`config.mk`:
```
export PLATFORM = sky130hd
export DESIGN_NAME = mac_acc_pipe_flat
export DESIGN_NICKNAME = d
export VERILOG_FILES = /design/src/rtl/mac_pkg.sv /design/src/rtl/mac_acc_pipe_if.sv /design/src/rtl/mac_mul_pipe.sv /design/src/rtl/mac_acc_pipe.sv /design/src/flat_wrapper.sv
export SDC_FILE = /design/constraint.sdc
export NUM_CORES = 1
export LEC_CHECK = 0
export BUFFER_PORTS_ARGS = -buffer_cell sky130_fd_sc_hd__buf_2
export CORE_ASPECT_RATIO = 1.1
export CORE_MARGIN = 2
export CORE_UTILIZATION = 66
export DETAILED_ROUTE_END_ITERATION = 16
export GPL_ROUTABILITY_DRIVEN = 0
export PLACE_DENSITY = 0.87
export SETUP_SLACK_MARGIN = 0.15
export SYNTH_ARGS = -nofsm -noshare
export SYNTH_HDL_FRONTEND = slang
export SYNTH_SLANG_ARGS = --single-unit
```
`constraint.sdc`:
```
create_clock -name clk -period 11.7 [get_ports clk]
set_input_delay 0.585 -clock clk [delete_from_list [all_inputs] [get_ports clk]]
set_output_delay 0.585 -clock clk [all_outputs]
set_load 0.02 [all_outputs]
```
`src/rtl/mac_pkg.sv`:
```
// Shared types and arithmetic helpers for the signed MAC.
// Helpers work on MAX_W-bit containers and take the live width as an
// argument, so one function serves every ACC_W a block is built with.
package mac_pkg;

    localparam int unsigned MAX_W = 64;
    localparam int unsigned IDX_W = $clog2(MAX_W + 1);

    // Sideband carried alongside each product through the pipeline.
    typedef struct packed {
        logic valid;
        logic clear;
    } mac_sb_t;

    // Most positive w-bit signed value, sign-extended into MAX_W bits.
    function automatic logic [MAX_W-1:0] max_pos(input int unsigned w);
        return (MAX_W'(1) << (w - 1)) - MAX_W'(1);
    endfunction

    // Most negative w-bit signed value, sign-extended into MAX_W bits.
    function automatic logic [MAX_W-1:0] max_neg(input int unsigned w);
        return ~max_pos(w);
    endfunction

    // Adds two w-bit signed values (held sign-extended in MAX_W bits) at
    // w+1 bits. Returns {ovf, result}; result is clamped when saturating.
    function automatic logic [MAX_W:0] sat_add(input int unsigned w,
                                               input logic [MAX_W-1:0] acc,
                                               input logic [MAX_W-1:0] prod,
                                               input logic saturate);
        logic [MAX_W:0]   sum;
        logic             ovf;
        logic [MAX_W-1:0] res;
        sum = {acc[MAX_W-1], acc} + {prod[MAX_W-1], prod};
        ovf = sum[IDX_W'(w)] != sum[IDX_W'(w - 1)];
        res = sum[MAX_W-1:0];
        if (saturate && ovf) begin
            res = sum[IDX_W'(w)] ? max_neg(w) : max_pos(w);
        end
        return {ovf, res};
    endfunction

endpackage

```
`src/rtl/mac_acc_pipe_if.sv`:
```
// Operand/result bus of the MAC.
// master: drives valid_in, a, b, clear; observes f, valid_out, ovf_pulse, overflow.
// slave : the MAC itself.
interface mac_acc_pipe_if #(
    parameter int unsigned IN_W  = 8,
    parameter int unsigned ACC_W = 16
);
    logic                    valid_in;
    logic signed [IN_W-1:0]  a;
    logic signed [IN_W-1:0]  b;
    logic                    clear;
    logic signed [ACC_W-1:0] f;
    logic                    valid_out;
    logic                    ovf_pulse;
    logic                    overflow;

    modport master (
        output valid_in, a, b, clear,
        input  f, valid_out, ovf_pulse, overflow
    );

    modport slave (
        input  valid_in, a, b, clear,
        output f, valid_out, ovf_pulse, overflow
    );
endinterface

```
`src/rtl/mac_mul_pipe.sv`:
```
// Registered signed multiplier: input register, full-precision product,
// then MUL_STAGES product registers with the {valid, clear} sideband riding along.
// Ports: clk, reset (async, active-high), valid_in/clear/a/b in,
//        prod (2*IN_W signed) and sb (sideband) out, aligned with each other.
module mac_mul_pipe
    import mac_pkg::*;
#(
    parameter int unsigned IN_W       = 8,
    parameter int unsigned MUL_STAGES = 0
) (
    input  logic                     clk,
    input  logic                     reset,
    input  logic                     valid_in,
    input  logic                     clear,
    input  logic signed [IN_W-1:0]   a,
    input  logic signed [IN_W-1:0]   b,
    output logic signed [2*IN_W-1:0] prod,
    output mac_sb_t                  sb
);

    localparam int unsigned PW = 2 * IN_W;

    logic signed [IN_W-1:0] a_q;
    logic signed [IN_W-1:0] b_q;
    logic signed [PW-1:0]   prod_c;
    mac_sb_t                sb_q [MUL_STAGES+1];

    // Stage 0 operand register plus the whole sideband delay line.
    always_ff @(posedge clk or posedge reset) begin
        if (reset) begin
            a_q <= '0;
            b_q <= '0;
            for (int unsigned i = 0; i <= MUL_STAGES; i++) begin
                sb_q[i] <= '0;
            end
        end else begin
            a_q     <= a;
            b_q     <= b;
            sb_q[0] <= '{valid: valid_in, clear: clear};
            for (int unsigned i = 1; i <= MUL_STAGES; i++) begin
                sb_q[i] <= sb_q[i-1];
            end
        end
    end

    assign prod_c = PW'(a_q) * PW'(b_q);
    assign sb     = sb_q[MUL_STAGES];

    // Product delay line; absent when MUL_STAGES is zero.
    if (MUL_STAGES == 0) begin : g_comb
        assign prod = prod_c;
    end else begin : g_pipe
        logic signed [PW-1:0] prod_q [MUL_STAGES];

        always_ff @(posedge clk or posedge reset) begin
            if (reset) begin
                for (int unsigned i = 0; i < MUL_STAGES; i++) begin
                    prod_q[i] <= '0;
                end
            end else begin
                prod_q[0] <= prod_c;
                for (int unsigned i = 1; i < MUL_STAGES; i++) begin
                    prod_q[i] <= prod_q[i-1];
                end
            end
        end

        assign prod = prod_q[MUL_STAGES-1];
    end

endmodule

```
`src/rtl/mac_acc_pipe.sv`:
```
// Parametrised signed multiply-accumulate with optional product pipeline,
// wrap or saturate accumulation, synchronous clear and overflow flags.
// Ports: clk, reset (async, active-high), bus (mac_acc_pipe_if.slave):
//        valid_in/a/b/clear in; f, valid_out, ovf_pulse, overflow out (all registered).
// Latency: input sampled at edge k appears after edge k+1+MUL_STAGES.
module mac_acc_pipe
    import mac_pkg::*;
#(
    parameter int unsigned IN_W       = 8,
    parameter int unsigned ACC_W      = 16,
    parameter int unsigned MUL_STAGES = 0,
    parameter int unsigned SATURATE   = 0
) (
    input  logic          clk,
    input  logic          reset,
    mac_acc_pipe_if.slave bus
);

    if (ACC_W < 2 * IN_W || MUL_STAGES > 3 || ACC_W >= MAX_W) begin : g_bad_cfg
        $fatal(1, "mac_acc_pipe: need 2*IN_W <= ACC_W < %0d and MUL_STAGES <= 3", MAX_W);
    end

    logic signed [2*IN_W-1:0] prod;
    mac_sb_t                  sb;

    logic signed [ACC_W-1:0]  f_q;
    logic                     valid_q;
    logic                     pulse_q;
    logic                     ovf_q;

    logic [MAX_W-1:0]         acc_c;
    logic [MAX_W:0]           add_c;
    logic                     ovf_c;
    logic [ACC_W-1:0]         f_next_c;
    logic                     sat_unused_c;

    mac_mul_pipe #(
        .IN_W       (IN_W),
        .MUL_STAGES (MUL_STAGES)
    ) u_mul (
        .clk      (clk),
        .reset    (reset),
        .valid_in (bus.valid_in),
        .clear    (bus.clear),
        .a        (bus.a),
        .b        (bus.b),
        .prod     (prod),
        .sb       (sb)
    );

    // Accumulate arithmetic: clear restarts from the product alone.
    always_comb begin
        acc_c        = sb.clear ? '0 : MAX_W'(f_q);
        add_c        = sat_add(ACC_W, acc_c, MAX_W'(prod), SATURATE != 0);
        ovf_c        = add_c[MAX_W];
        f_next_c     = add_c[ACC_W-1:0];
        sat_unused_c = ^add_c[MAX_W-1:ACC_W];
    end

    // Accumulator and flags; bubbles leave f and the sticky flag untouched.
    always_ff @(posedge clk or posedge reset) begin
        if (reset) begin
            f_q     <= '0;
            valid_q <= 1'b0;
            pulse_q <= 1'b0;
            ovf_q   <= 1'b0;
        end else if (sb.valid) begin
            f_q     <= f_next_c;
            valid_q <= 1'b1;
            pulse_q <= ovf_c;
            ovf_q   <= (sb.clear ? 1'b0 : ovf_q) | ovf_c;
        end else begin
            valid_q <= 1'b0;
            pulse_q <= 1'b0;
        end
    end

    assign bus.f         = f_q;
    assign bus.valid_out = valid_q;
    assign bus.ovf_pulse = pulse_q;
    assign bus.overflow  = ovf_q;

endmodule

```
`src/flat_wrapper.sv`:
```
// flat-port wrapper written by rule: the top's interface ports become plain ports
module mac_acc_pipe_flat import mac_pkg::*;
#(
    parameter int unsigned IN_W       = 8,
    parameter int unsigned ACC_W      = 16,
    parameter int unsigned MUL_STAGES = 0,
    parameter int unsigned SATURATE   = 0
)
  (clk, reset, bus_valid_in, bus_a, bus_b, bus_clear, bus_f, bus_valid_out, bus_ovf_pulse, bus_overflow);
  mac_acc_pipe_if #(.IN_W(IN_W), .ACC_W(ACC_W)) bus_i ();
  input  logic clk;
  input  logic reset;
  input wire logic [$bits(bus_i.valid_in)-1:0] bus_valid_in;
  input wire logic [$bits(bus_i.a)-1:0] bus_a;
  input wire logic [$bits(bus_i.b)-1:0] bus_b;
  input wire logic [$bits(bus_i.clear)-1:0] bus_clear;
  output wire logic [$bits(bus_i.f)-1:0] bus_f;
  output wire logic [$bits(bus_i.valid_out)-1:0] bus_valid_out;
  output wire logic [$bits(bus_i.ovf_pulse)-1:0] bus_ovf_pulse;
  output wire logic [$bits(bus_i.overflow)-1:0] bus_overflow;
  assign bus_i.valid_in = bus_valid_in;
  assign bus_i.a = bus_a;
  assign bus_i.b = bus_b;
  assign bus_i.clear = bus_clear;
  assign bus_f = bus_i.f;
  assign bus_valid_out = bus_i.valid_out;
  assign bus_ovf_pulse = bus_i.ovf_pulse;
  assign bus_overflow = bus_i.overflow;
  mac_acc_pipe #(.IN_W(IN_W), .ACC_W(ACC_W), .MUL_STAGES(MUL_STAGES), .SATURATE(SATURATE)) u_core (.clk(clk), .reset(reset), .bus(bus_i));
endmodule
```
# Yosys cells after proc, flatten, opt, wreduce, memory -nomap -nowiden
# Index checks and enable logic that the tools add are counted.
# totals
latch_bits,0
ff_bits,37
romBits,0
wordCells,16
inputBits,20
ram_bits,0
mem_count,0
out_inout_bits,19
# op_classes
n_div,0
addsub,1
multipliers,1
shift,0
bitwise,1
n_eq_ne,1
magnitude_cmp,0
n_mux,4
n_reduce_logical,0
# op_table
op,count
adder 17 x 16 -> 17 bit,1
two-way mux 17 bit,1
multiplier 8 x 8 -> 16 bit,1
two-way mux 1 bit,3
inequality test 1 bit,1
bitwise OR 1 bit,1

# Logic depth before layout (Yosys ltp)
# logic_depth
ltp_word,4
ltp_mapped,18
depth_no_buf,18

# Modules after synthesis
# Synthesis repeated with hierarchy kept, for this count alone.
# hier_totals
hier_cells,474
area_unflattened_um2,4539.4
# modules_own_cells
module,cells_per_inst,seq_area_each_um2,instances,area_per_inst_um2
mac_mul_pipe,308,450.4,1,2997.9
mac_acc_pipe,166,475.5,1,1541.5

# Worst setup path after synthesis
# Ideal clock, no wire load.
# synth_path
path_kind,flip-flop to flip-flop
startpoint,register u_core.u_mul.b_q[0]
endpoint,"register u_core.ovf_q, in the netlist u_core.bus.overflow"
arrival_time_ns,4.965
setup_ns,0.101
slack_ns,6.634
synth_period_minus_slack_ns,5.066
t_required_ns,11.599
path_buffers,0
stages_incl_launch_ff,16
path_cell_list,dfrtp_1 > and2_1 > inv_1 > fa_1 > inv_1 > fa_1 > fa_1 > fa_1 > fa_1 > ha_1 > o21ai_1 > o211ai_2 > and4_4 > o21a_1 > or3_4 > o311ai_2
# synth_between
elab_chain_len,4
# synth_lines
element,line_no,source
"start, declared",mac_mul_pipe.sv:24,logic signed [IN_W-1:0] b_q;
"start signal, assigned",mac_mul_pipe.sv:32,b_q <= '0;
"start signal, assigned",mac_mul_pipe.sv:38,b_q <= b;
multiplier 8 x 8 -> 16 bit,mac_mul_pipe.sv:46,assign prod_c = PW'(a_q) * PW'(b_q);
adder 17 x 16 -> 17 bit,mac_pkg.sv:34,"sum = {acc[MAX_W-1], acc} + {prod[MAX_W-1], prod};"
inequality test 1 bit,mac_pkg.sv:35,ovf = sum[IDX_W'(w)] != sum[IDX_W'(w - 1)];
bitwise OR 1 bit,mac_acc_pipe.sv:71,ovf_q <= (sb.clear ? 1'b0 : ovf_q) | ovf_c;
"end signal, assigned",mac_acc_pipe.sv:71,
"end, declared",mac_acc_pipe.sv:29,logic ovf_q;
# No other way between the ends.
# A chain may end at the register's enable or synchronous reset.

# Final worst setup path
# Same ends and word-level chain as after synthesis.

==> results.yml <==
sta:
  setup_viol: 0
  rsz0062_at_grt: "false"
  final.setup.tns_ps: 0
  min_period_ps: 5565
  finalHoldViolations: 0
  relSlewSlack_pct: 48.22
  drv_slew: 0
  fmax_ghz: 0.1797
  clock_skew_ps: 9.490
  tightest_slew_ps: 776.6
  fin_crit_sh_pct: 47.56
detailed_routing:
  drc: 0
  avgRoutedWirePerCell_um: 17.84
  vias: 2950
  drtPass1Iterations: 5
  first_iter_violations: 189
  ant_nets: 0
  viasPerCell: 5.662
  drt-total-wl_mm: 9.294
grt:
  grt_pass1_vias: 3281
  grt_use_total_pct: 30.01
  antenna_found_initial: 0
  grt_max_degree: 38
  grt_pass1_wl_mm: 15.95
  gr-total-overflow: 0
floorplanning:
  io_pins: 39
  coreArea_sq_um: 6231
  dieArea_sq_um: 7170
  dieWidth_um: 80.92
  fp.dieH_um: 88.61
  start_util_pct: 68.94
  std_cell_rows: 30
setup_path:
  r2r_slack_ps: 6140
  worstReg2RegStart: "u_core.u_mul.b_q[0]"
  crit_required_ps: 11860
  end_kind: "flip-flop"
  critical_path.startpoint_type: "flip-flop"
  timing.rr.end: "u_core.bus.overflow"
  crit_type: "flip-flop to flip-flop"
  reg2reg_depth: 15
  arrival_ps: 5720
  crit_path_max_fanout: 9
cells_and_area:
  area_growth_pct: 8.768
  final_cells: 521
  layout.nets: 575
  drive_above_1_share_pct: 15.65
  n_antenna_cell: 0
clock_tree:
  cts_tree: "done"
  post_cts_resized: 0
  hold_buffers: 0
  clk_pin_slew_ps: 90
  cts_root_buf: "clkbuf_8"
  cts_buffer_depth: 2
  postCtsSetupBuffers: 0
  cts.sinks: 37
  cts_buffers: 5
  clk_latency_ps: 300
  htreeDepth: 2
min_path:
  hold_path_class: "primary input to flip-flop"
  holdCritStartpoint: "bus_a[0]"
  min_to: "u_core.u_mul.a_q[0]"
  min_path_cells: 1
placed_design:
  port_buffers: 38
  hpwl_mm: 7.299
  dp.cells: 513
synthesis:
  mappedNetlistArea_sq_um: 4295
  ys_types: 35
  synth_ff_type: "dfrtp_1"
  synth-seq-area-share_pct: 21.56
  yosys_warnings: 0
  synth-edff-count: 0
  synthCells: 398
  synth_nets: 533
  synth_seq_cells: 37
  synth.avg_cell_area_sq_um: 10.79
  async_flop_share_pct: 100.0
outcome:
  outcome: "completed"
run:
  drv_cap: 0
-- area by class of cell --
type | instances | area [sq um]
fill | 437 | 1559
clock inverter | 3 | 25.02
inverter | 81 | 304.0
timing repair buffer | 39 | 197.7
tap | 80 | 100.1
clock buffer | 5 | 68.82
multi-input combinational | 276 | 3050
sequential | 37 | 925.9
-- cells in the mapped netlist (2+ instances only) --
library cell	count	area share (%)
a31o_2	2	0.41
a21o_1	3	0.52
and3_1	2	0.29
a211oi_1	2	0.35
nor2b_1	9	1.3
o21ai_0	7	0.82
nand2b_1	9	1.3
and2_1	30	4.4
nor2_1	10	0.87
a21oi_1	10	1.2
inv_1	81	7.1
xnor2_1	13	2.7
xor2_1	2	0.41
dfrtp_1	37	22
o211ai_1	2	0.35
nand2_1	32	2.8
clkbuf_1	4	0.35
fa_1	76	35
ha_1	39	11
mux2_2	13	3.4
-- layer usage --
layer	track usage [%]	vias to the layer above	part of all wire, %
met5	0	-	0
met4	9.707	0	2.4
met3	3.776	27	4.9
met2	51.09	114	53
met1	40.50	1498	40
li1	-	1311	-
-- logic make-up after synthesis --
kind of cell / synth area share [%]
compound gates: 6.030
xor+xnor: 3.059
fa+ha+maj: 46.78
buf+inv: 7.428
flops: 21.56
mux: 3.408
simple gates: 11.74
-- worst max-delay path by stage --
stage / start / endpoint / slack [ps] / depth (start not counted)
after floorplan: u_core.u_mul.b_q[0] / u_core.bus.overflow / 6630 / 15
after global placement: u_core.u_mul.b_q[0] / u_core.bus.overflow / 6430 / 15
after detailed placement: u_core.u_mul.b_q[0] / u_core.bus.overflow / 6230 / 15
after CTS: u_core.u_mul.b_q[0] / u_core.bus.overflow / 6180 / 15
after global routing: u_core.u_mul.b_q[0] / u_core.bus.overflow / 5860 / 15
final: u_core.u_mul.b_q[0] / u_core.bus.overflow / 6140 / 15
-- per-stage QoR --
stage / hold WS, ps / cell area [sq um] / utilization [%] / worst slack, ps
finish: 384.5 / 4672 / 74.98 / 6135
global route: 376.5 / 4672 / 74.98 / 5859
floorplan: 372.1 / 4295 / - / 6634
detailed placement: 514.7 / 4578 / 73.47 / 6228
global placement: 511.6 / 4578 / 73.47 / 6426
CTS: 383.0 / 4672 / 74.98 / 6185
-- sequential cells by signal (all words and copies together), names as in the netlist --
signal / flops
u_core.bus.f: 16
u_core.bus.overflow: 1
u_core.bus.ovf_pulse: 1
u_core.bus.valid_out: 1
u_core.u_mul.a_q: 8
u_core.u_mul.b_q: 8
u_core.u_mul.sb: 2
-- cells in the final DEF, fill, tap and decap left out, drive strengths merged, types with 2 or more instances in the layout --
| master | count |
|---|---|
| a211oi | 3 |
| a21o | 4 |
| a21oi | 11 |
| a31o | 2 |
| and2 | 30 |
| and3 | 2 |
| buf | 39 |
| clkbuf | 5 |
| dfrtp | 37 |
| fa | 76 |
| ha | 39 |
| inv | 82 |
| mux2 | 13 |
| nand2 | 32 |
| nand2b | 9 |
| nor2 | 10 |
| nor2b | 9 |
| o211ai | 3 |
| o21ai | 8 |
| xnor2 | 13 |
| xor2 | 2 |
-- worst max-delay path, cell delays in order (launching register included) --
cell,delay (ps)
dfrtp_1,490
and2_1,570
inv_1,120
fa_1,500
inv_1,60
fa_1,490
fa_1,570
fa_1,460
fa_1,500
ha_1,360
o211ai_1,130
o211ai_1,320
nand4_1,160
and3_1,210
o221ai_1,310
o311ai_2,180
Power is not shown: default switching activity piles up to over one toggle a cycle in this logic, so the estimate is an artifact.
